$ cat src/rtl/mips_mc_controller.sv
`default_nettype none
// ============================================================================
// Module   : mips_mc_controller
// Brief    : Multi-cycle MIPS control unit with memory handshake, optional
//            ADDI/J/BNE decode, illegal-instruction trap and perf counters.
// Revision : 1.0 - initial release
// ============================================================================
module mips_mc_controller #(
   parameter int unsigned MEM_HANDSHAKE = 1,
   parameter int unsigned SUPPORT_ADDI  = 1,
   parameter int unsigned SUPPORT_JUMP  = 1,
   parameter int unsigned SUPPORT_BNE   = 1,
   parameter int unsigned CNT_WIDTH     = 32
) (
   input  logic                 clock,
   input  logic                 reset,
   input  logic [5:0]           opcode,
   input  logic [5:0]           func,
   input  logic                 zero_flag,
   input  logic                 mem_ready,
   output logic                 mem_req,
   output logic                 mem_write,
   output logic                 iord,
   output logic                 pc_enable,
   output logic                 instr_write,
   output logic                 reg_write,
   output logic                 alu_src_a,
   output logic [1:0]           alu_src_b,
   output logic                 mem_to_reg_sel,
   output logic                 reg_dest,
   output logic [1:0]           pc_source,
   output logic [2:0]           alu_control,
   output logic                 illegal_op,
   output logic [CNT_WIDTH-1:0] cycle_count,
   output logic [CNT_WIDTH-1:0] instr_count
);

   typedef enum logic [3:0] {
      S_FETCH   = 4'd0,  S_DECODE  = 4'd1,  S_MEMADR  = 4'd2,  S_MEMRD  = 4'd3,
      S_MEMWB   = 4'd4,  S_MEMWR   = 4'd5,  S_RTYPEEX = 4'd6,  S_RTYPEWB = 4'd7,
      S_BEQEX   = 4'd8,  S_BNEEX   = 4'd9,  S_ADDIEX  = 4'd10, S_ADDIWB = 4'd11,
      S_JEX     = 4'd12, S_TRAP    = 4'd13
   } state_t;

   localparam logic [5:0] c_OP_RTYPE = 6'b000000;
   localparam logic [5:0] c_OP_LW    = 6'b100011;
   localparam logic [5:0] c_OP_SW    = 6'b101011;
   localparam logic [5:0] c_OP_BEQ   = 6'b000100;
   localparam logic [5:0] c_OP_BNE   = 6'b000101;
   localparam logic [5:0] c_OP_ADDI  = 6'b001000;
   localparam logic [5:0] c_OP_J     = 6'b000010;
   localparam logic [2:0] c_ALU_ADD  = 3'b010;
   localparam logic [2:0] c_ALU_SUB  = 3'b110;
   localparam logic [CNT_WIDTH-1:0] c_CNT_ONE = {{(CNT_WIDTH-1){1'b0}}, 1'b1};

   state_t                 r_state;
   state_t                 w_next;
   logic [CNT_WIDTH-1:0]   r_cycle_count;
   logic [CNT_WIDTH-1:0]   r_instr_count;
   logic                   w_rdy;
   logic                   w_func_ok;
   logic [2:0]             w_func_alu;
   logic                   w_mem_req, w_mem_write, w_pc_enable, w_instr_write, w_reg_write;

   assign w_rdy = (MEM_HANDSHAKE == 0) ? 1'b1 : mem_ready;

   always_comb begin
      w_func_ok  = 1'b1;
      w_func_alu = c_ALU_ADD;
      case (func)
         6'b100000: w_func_alu = c_ALU_ADD;
         6'b100010: w_func_alu = c_ALU_SUB;
         6'b100100: w_func_alu = 3'b000;
         6'b100101: w_func_alu = 3'b001;
         6'b101010: w_func_alu = 3'b111;
         default:   w_func_ok  = 1'b0;
      endcase
   end

   always_comb begin
      w_next = r_state;
      case (r_state)
         S_FETCH:   if (w_rdy) w_next = S_DECODE;
         S_DECODE: begin
            case (opcode)
               c_OP_LW, c_OP_SW: w_next = S_MEMADR;
               c_OP_RTYPE:       w_next = w_func_ok ? S_RTYPEEX : S_TRAP;
               c_OP_BEQ:         w_next = S_BEQEX;
               c_OP_BNE:         w_next = (SUPPORT_BNE  != 0) ? S_BNEEX  : S_TRAP;
               c_OP_ADDI:        w_next = (SUPPORT_ADDI != 0) ? S_ADDIEX : S_TRAP;
               c_OP_J:           w_next = (SUPPORT_JUMP != 0) ? S_JEX    : S_TRAP;
               default:          w_next = S_TRAP;
            endcase
         end
         S_MEMADR:  w_next = (opcode == c_OP_LW) ? S_MEMRD : S_MEMWR;
         S_MEMRD:   if (w_rdy) w_next = S_MEMWB;
         S_MEMWR:   if (w_rdy) w_next = S_FETCH;
         S_RTYPEEX: w_next = S_RTYPEWB;
         S_ADDIEX:  w_next = S_ADDIWB;
         S_MEMWB, S_RTYPEWB, S_BEQEX, S_BNEEX, S_ADDIWB, S_JEX: w_next = S_FETCH;
         S_TRAP:    w_next = S_TRAP;
         default:   w_next = S_TRAP;
      endcase
   end

   always_comb begin
      w_mem_req      = 1'b0;
      w_mem_write    = 1'b0;
      w_pc_enable    = 1'b0;
      w_instr_write  = 1'b0;
      w_reg_write    = 1'b0;
      iord           = 1'b0;
      alu_src_a      = 1'b0;
      alu_src_b      = 2'b00;
      mem_to_reg_sel = 1'b0;
      reg_dest       = 1'b0;
      pc_source      = 2'b00;
      alu_control    = c_ALU_ADD;
      illegal_op     = 1'b0;
      case (r_state)
         S_FETCH: begin
            w_mem_req     = 1'b1;
            alu_src_b     = 2'b01;
            w_instr_write = w_rdy;
            w_pc_enable   = w_rdy;
         end
         S_DECODE:  alu_src_b = 2'b11;
         S_MEMADR, S_ADDIEX: begin
            alu_src_a = 1'b1;
            alu_src_b = 2'b10;
         end
         S_MEMRD: begin
            w_mem_req = 1'b1;
            iord      = 1'b1;
         end
         S_MEMWB: begin
            w_reg_write    = 1'b1;
            mem_to_reg_sel = 1'b1;
         end
         S_MEMWR: begin
            w_mem_req   = 1'b1;
            w_mem_write = 1'b1;
            iord        = 1'b1;
         end
         S_RTYPEEX: begin
            alu_src_a   = 1'b1;
            alu_control = w_func_alu;
         end
         S_RTYPEWB: begin
            w_reg_write = 1'b1;
            reg_dest    = 1'b1;
         end
         S_BEQEX, S_BNEEX: begin
            alu_src_a   = 1'b1;
            alu_control = c_ALU_SUB;
            pc_source   = 2'b01;
            w_pc_enable = (r_state == S_BEQEX) ? zero_flag : ~zero_flag;
         end
         S_ADDIWB:  w_reg_write = 1'b1;
         S_JEX: begin
            w_pc_enable = 1'b1;
            pc_source   = 2'b10;
         end
         S_TRAP:    illegal_op = 1'b1;
         default:   illegal_op = 1'b1;
      endcase
   end

   // Strobes are qualified by reset directly so an abort drops them without waiting for a clock.
   assign mem_req     = w_mem_req     & reset;
   assign mem_write   = w_mem_write   & reset;
   assign pc_enable   = w_pc_enable   & reset;
   assign instr_write = w_instr_write & reset;
   assign reg_write   = w_reg_write   & reset;

   always_ff @(posedge clock or negedge reset) begin
      if (!reset) begin
         r_state       <= S_FETCH;
         r_cycle_count <= '0;
         r_instr_count <= '0;
      end else begin
         r_state       <= w_next;
         r_cycle_count <= r_cycle_count + c_CNT_ONE;
         if ((w_next == S_FETCH) && (r_state != S_FETCH))
            r_instr_count <= r_instr_count + c_CNT_ONE;
      end
   end

   assign cycle_count = r_cycle_count;
   assign instr_count = r_instr_count;

endmodule
`default_nettype wire

$ cat config.mk
export PLATFORM = sky130hd
export DESIGN_NAME = mips_mc_controller
export DESIGN_NICKNAME = d
export VERILOG_FILES = /design/src/rtl/mips_mc_controller.sv
export SDC_FILE = /design/constraint.sdc
export NUM_CORES = 1
export LEC_CHECK = 0
export CAP_MARGIN = 20
export CORE_MARGIN = 2
export CORE_UTILIZATION = 49
export DETAILED_ROUTE_END_ITERATION = 12
export GPL_TIMING_DRIVEN = 0
export HOLD_SLACK_MARGIN = 0.06
export PLACE_DENSITY = 0.8
export SLEW_MARGIN = 10
export SYNTH_ARGS = -nofsm -noshare
export SYNTH_HDL_FRONTEND = slang
export SYNTH_SLANG_ARGS = --single-unit
$ cat constraint.sdc
create_clock -name clock -period 2.2 [get_ports clock]
set_input_delay 0.55 -clock clock [delete_from_list [all_inputs] [get_ports clock]]
set_output_delay 0.55 -clock clock [all_outputs]
set_load 0.01 [all_outputs]
==> results of run 1 <==
==> cell usage after synthesis, types with 2 or more instances <==
master    number
dfrtp_1       68
xnor2_1       40
nand2_1       35
nor2_1        30
nand3_1       26
xor2_1        22
nand4_1       12
and3_1        11
inv_1         11
nor3_1        11
nor3_2         7
and4_1         6
a21oi_1        5
buf_6          5
o21ai_0        5
nor2b_1        4
nor4_2         4
and2_1         3
clkbuf_1       3
nor4_1         3
ha_1           2
nand2b_1       2
nand3_4        2
o32ai_1        2
==> kinds of logic after synthesis <==
kind of cell | synth area share (%)
AOI/OAI and AO/OA | 7.07
xor gates and xnor gates | 15.1
adders and majority gates | 0.943
buffers and inverters | 3.40
DFF | 45.8
and+or+nand+nor | 27.7
==> layer usage <==
metal / up-vias / track usage (%) / wire (um)
met5: - / 0 / 0
met4: 0 / 8.33 / 99
met3: 8 / 5.81 / 681
met2: 101 / 36.4 / 4640
met1: 1568 / 28.5 / 3920
li1: 1503 / - / -
==> report_power, final <==
group / switching, mW / total, mW / internal [mW]
clock: 0.492 / 1.20 / 0.704
sequential: 0.110 / 1.46 / 1.35
combinational: 1.08 / 2.20 / 1.12
==> flip-flops by register name, summed over array words and instances, names as in the netlist <==
| name | cells |
|---|---|
| r_state | 4 |
| cycle_count | 32 |
| instr_count | 32 |
==> cell type report <==
type	count	area [um2]
Buffer	8	116
Clock buffer	11	151
Clock inverter	5	82.6
Fill cell	518	1840
Inverter	12	50.0
Multi-Input combinational cell	266	2060
Sequential cell	68	1700
Tap cell	99	124
Timing Repair Buffer	117	1160
==> how the worst max path moves through the flow <==
stage,start,depth (start not counted),slack [ps],end
after floorplan,opcode[0],6,100,instr_count[29]$_DFFE_PN0P_
after global placement,reset,4,-2870,pc_enable
after detailed placement,opcode[3],7,-580,instr_count[29]$_DFFE_PN0P_
after CTS,opcode[1],8,0.4,instr_count[11]$_DFFE_PN0P_
after global routing,instr_count[0]$_DFFE_PN0P_,6,-50,instr_count[20]$_DFFE_PN0P_
final,func[3],6,7,alu_control[0]
==> per-stage QoR <==
step	utilization [%]	setup TNS (ps)	cell area, um2
final	74.7	0	5450
after floorplan	-	0	3710
after CTS	71.8	0	5230
after global routing	74.7	-142	5450
after global placement	65.8	-150690	4800
after detailed placement	66.1	-17130	4820
==> what timing repair did <==
action	in CTS	in global routing
cloned	0	2
setup buffers	11	7
setup endpoints to repair	44	39
gates resized for setup	71	43
pin swaps	2	20
hold buffers	0	0
==> critical path, stage by stage <==
cell and delay (ps):
clkdlybuf4s50_1 520, inv_2 80, and3_1 170, a31oi_1 140
nor2_1 50, buf_2 130
==> reports/results.ini, run 1 <==
[outcome]
status = finished clean

[sta]
hold_viol = 0
fmax_mhz = 456
worst_slack_ps = 6.86
finClkSkew_ps = 7.01
slew_violations = 0
hold_ws_ps = 132
min_period_ps = 2190
worstMarginPinSlew_ps = 474
relSlewSlack_pct = 68.3
setup_viol = 0
finalCritPeriodShare_pct = 99.7
rsz0062_at_grt = yes

[yosys]
yosys_most_used_dff = dfrtp_1
syn_area_per_cell_um2 = 10.5
synth_top_area_share_pct = 45.8
yosysUniqueCellTypes = 60
synth_edf_count = 0
ys_seq_area_share_pct = 45.8
syn-instance-count = 355
synth_nets = 373
ys_warn_count = 0
yosys.area.top_type = dfrtp_1
synthArstFlopShare_pct = 100
netlist_area_um2 = 3710
synth_seq_cells = 68
synth_area_leaders = dfrtp_1 46%, xnor2_1 9.4%, xor2_1 5.2%, nand2_1 3.5%, nand3_1 3.5%

[floorplan]
die-area_um2 = 8290
initial_core_util_pct = 50.9
coreArea_um2 = 7290
die_h_um = 91.1
die_x_um = 91.1
rows = 31
ios = 97

[global_routing]
track_usage_pct = 22.3
grt_pass1_vias = 3124
grt_start_max_net_pins = 43
grt_pass1_wl_um = 15000
grt_antenna_before_repair = 0
overflow = 0

[critical_path]
cp.arrival_ps = 1640
reg2reg_depth = 9
crit_path_end_kind = output pin
r2r_start = r_state[2]$_DFF_PN0_
cp-start-kind = input pin
worstSetupPathType = in -> out
required_ps = 1650
r2r_slack_ps = 90
r2r_end = instr_count[22]$_DFFE_PN0P_
path_max_fanout = 3

[cts]
cts-root-buf = clkbuf_8
clockBufferDepth = 2
ctsHtreeMaxLevel = 3
cts.sinks = 68
clk_pin_slew_ps = 70
cts_tree = yes
cts_made_buffers = 9
clkLatencyLatePin_ps = 340

[layout]
areaGrowthSynthToFinish_pct = 46.7
layoutNonFillerInstCount = 586
finalNetCount = 500
final_cell_mix = 66 x dfrtp_1, 66 x clkdlybuf4s50_1, 39 x xnor2_1, 34 x nand2_1, 27 x nor2_1
num_antenna_cells = 0
drive_gt1_share_pct = 22.8

[routing]
drt-pass1-iter-count = 4
wl_per_cell_um = 15.9
ant_nets = 0
via_per_inst = 5.43
wl_um = 9340
vias = 3180
initialDrtViolationCount = 140
drc = 0

[pwr]
powerDensity_nw_per_um2 = 890
power_mw = 4.85
p_leak_nw = 2.37
ir_drop_uv = 515

[worst_hold_path]
hold_class = in -> async

[placed_design]
pre_cts_slack_ps = -577
dp_hpwl_um = 6050
dp_cells = 551
gp_congestion = 0.821
port_buffers = 96

[flow_run]
maxCapViolations = 0

(Power assumes the default switching activity.)
==> inputs of run 2 (changes only) <==
==> constraint.sdc (replaced) <==
create_clock -name clock -period 2.2 [get_ports clock]
set_input_delay 0.22 -clock clock [delete_from_list [all_inputs] [get_ports clock]]
set_output_delay 0.22 -clock clock [all_outputs]
set_load 0.01 [all_outputs]
==> run 2 against run 1 <==
Clock skew hardly changed. Largest cell class unchanged. Hold slack improved by 320 ps. Die area unchanged. Largest power group unchanged. Clock power hardly changed. Routed wire length shrank 8.6%. Sequential power hardly changed. Critical path depth decreased by 1.
==> reports/results.ini, run 2 (synthesized netlist as in run 1, its figures left out) <==
[critical_path]
r2r_end = instr_count[29]$_DFFE_PN0P_  ; was instr_count[22]$_DFFE_PN0P_
cpPeakStageDelay_ps = 540  ; was 520 ps
cp_num_buf_inv = 3  ; unchanged
path_max_fanout = 10  ; was 3
worstSetupPathType = reg -> out  ; was in -> out
crit_path_end_kind = output pin  ; unchanged
required_ps = 1980  ; was 1650 ps
r2r_start = r_state[3]$_DFF_PN0_  ; was r_state[2]$_DFF_PN0_
r2r_slack_ps = 120  ; was 90 ps
cp-start-kind = flip-flop  ; was input pin
cp.arrival_ps = 1880  ; was 1640 ps
crit_chain = buf_6 > inv_2 > nor2_2 > and3_1 > clkdlybuf4s50_1  ; was clkdlybuf4s50_1 > inv_2 > and3_1 > a31oi_1 > nor2_1 > buf_2
path_delay_family = buffers and inverters  ; unchanged
slowest_stage = clkdlybuf4s50_1  ; unchanged
reg2reg_depth = 7  ; was 9

[cts]
cts-root-buf = clkbuf_8  ; unchanged
clockBufferDepth = 2  ; unchanged
ctsHtreeMaxLevel = 3  ; unchanged
clkLatencyLatePin_ps = 340  ; about the same
cts.sinks = 68  ; unchanged
cts_tree = yes  ; unchanged
cts_made_buffers = 9  ; unchanged
clk_pin_slew_ps = 70  ; about the same

[sta]
setup_viol = 0  ; unchanged
finalCritPeriodShare_pct = 95.3  ; was 99.7%
worst_slack_ps = 104  ; was 6.86 ps
rsz0062_at_grt = no  ; was yes
min_period_ps = 2100  ; was 2190 ps
slew_violations = 0  ; unchanged
hold_viol = 0  ; unchanged
fmax_mhz = 477  ; was 456 MHz
relSlewSlack_pct = 67.1  ; was 68.3%
finClkSkew_ps = 6.93  ; was 7.01 ps
worstMarginPinSlew_ps = 493  ; was 474 ps

[placed_design]
gp_congestion = 0.821  ; unchanged
dp_hpwl_um = 6050  ; unchanged
dpl-instance-area_um2 = 4820  ; unchanged
dp_cells = 551  ; unchanged
port_buffers = 96  ; unchanged
pre_cts_slack_ps = -247  ; was -577 ps

[floorplan]
coreArea_um2 = 7290  ; unchanged
die_h_um = 91.1  ; unchanged
rows = 31  ; unchanged
initial_core_util_pct = 50.9  ; unchanged
ios = 97  ; unchanged
die-area_um2 = 8290  ; unchanged
die_x_um = 91.1  ; unchanged

[routing]
vias = 3076  ; was 3180
initialDrtViolationCount = 152  ; was 140
drc = 0  ; unchanged
wl_met2_um = 4110  ; was 4640 um
dr_wl_met3_um = 602  ; was 681 um
drt-pass1-iter-count = 4  ; unchanged
wl_met1_um = 3740  ; was 3920 um
highest_layer = met4  ; unchanged
via_per_inst = 5.37  ; was 5.43
ant_nets = 0  ; unchanged
wl_um = 8540  ; was 9340 um
wl_per_cell_um = 14.9  ; was 15.9 um

[global_routing]
overflow = 0  ; unchanged
grt_start_max_net_pins = 43  ; unchanged
track_usage_pct = 21.8  ; was 22.3%
grt_antenna_before_repair = 0  ; unchanged
grt_pass1_wl_um = 14600  ; was 15000 um
grt_pass1_vias = 3028  ; was 3124

[layout]
postLayoutCellArea_um2 = 5190  ; was 5450 um2
areaGrowthSynthToFinish_pct = 39.7  ; was 46.7%
finalNetCount = 487  ; was 500
utilization_pct = 71.2  ; was 74.7%
final_cell_mix = 88 x clkdlybuf4s50_1, 67 x dfrtp_1, 39 x xnor2_1, 35 x nand2_1, 27 x nor2_1  ; was 66 x dfrtp_1, 66 x clkdlybuf4s50_1, 39 x xnor2_1, 34 x nand2_1, 27 x nor2_1
layoutNonFillerInstCount = 573  ; was 586
num_antenna_cells = 0  ; unchanged
mostFrequentLayoutCell = clkdlybuf4s50_1
drive_gt1_share_pct = 15.6  ; was 22.8%

[outcome]
status = finished clean  ; unchanged

[pwr]
powerDensity_nw_per_um2 = 845  ; was 890 nW/um2
ir_drop_uv = 511  ; was 515 uV
p_leak_nw = 2.15  ; was 2.37 nW
power_mw = 4.39  ; was 4.85 mW

[flow_run]
maxCapViolations = 0  ; unchanged

[worst_hold_path]
hold_class = in -> async  ; unchanged

## run 2: layer usage
| layer | up-vias | GRT usage (%) |
|---|---|---|
| met5 | - | 0 |
| met4 | 0 | 7.70 |
| met3 | 7 | 6.47 |
| met2 | 88 | 35.4 |
| met1 | 1502 | 27.8 |
| li1 | 1479 | - |
## run 2: cell type report
class	instances	area (um2)
fillers	571	2100
inverters	12	45.0
clock buffers	11	151
clock inverters	5	82.6
flip-flops and latches	68	1700
well taps	99	124
repair buffers	103	1050
plain buffers	9	103
multi-input cells	266	1930
## run 2: report_power, final
part / total [mW] / internal (mW) / switching, mW
Clock: 1.20 / 0.704 / 0.492
Sequential: 1.47 / 1.35 / 0.122
Combinational: 1.72 / 0.826 / 0.895
Total: 4.39 / 2.88 / 1.51
## run 2: worst max-delay path by stage
stage                              start                           to  slack (ps)  cells past startpoint
floorplan           r_state[3]$_DFF_PN0_  instr_count[29]$_DFFE_PN0P_         260                      7
global placement                   reset                    pc_enable       -2210                      4
detailed placement             opcode[3]  instr_count[29]$_DFFE_PN0P_        -250                      7
CTS                 r_state[1]$_DFF_PN0_                      mem_req         -70                      6
global route        r_state[0]$_DFF_PN0_                 alu_src_b[1]           1                      6
finish              r_state[0]$_DFF_PN0_                    mem_write         100                      5
## run 2: per-stage QoR
step / hold slack, ps / TNS [ps]
final: 452 / 0
after global routing: 466 / 0
after CTS: 440 / -122
after detailed placement: 180 / -3450
after global placement: 456 / -113110
after floorplan: -75.6 / 0
## run 2: worst register-to-register path, cell delays in order, from the launching register on
cell      delay, ps
dfrtp_1         440
buf_6           170
inv_2           100
o21ai_2          90
a311oi_4        420
nand3_4         190
or3_4           430
xnor2_2         130
## run 2: repair_timing
action / in CTS / in global routing
hold endpoints to repair: 26 / 0
pin swaps: 0 / 2
setup endpoints to repair: 15 / 12
resized for setup: 12 / 19
hold buffers: 2 / 0
buffers inserted: 3 / 1
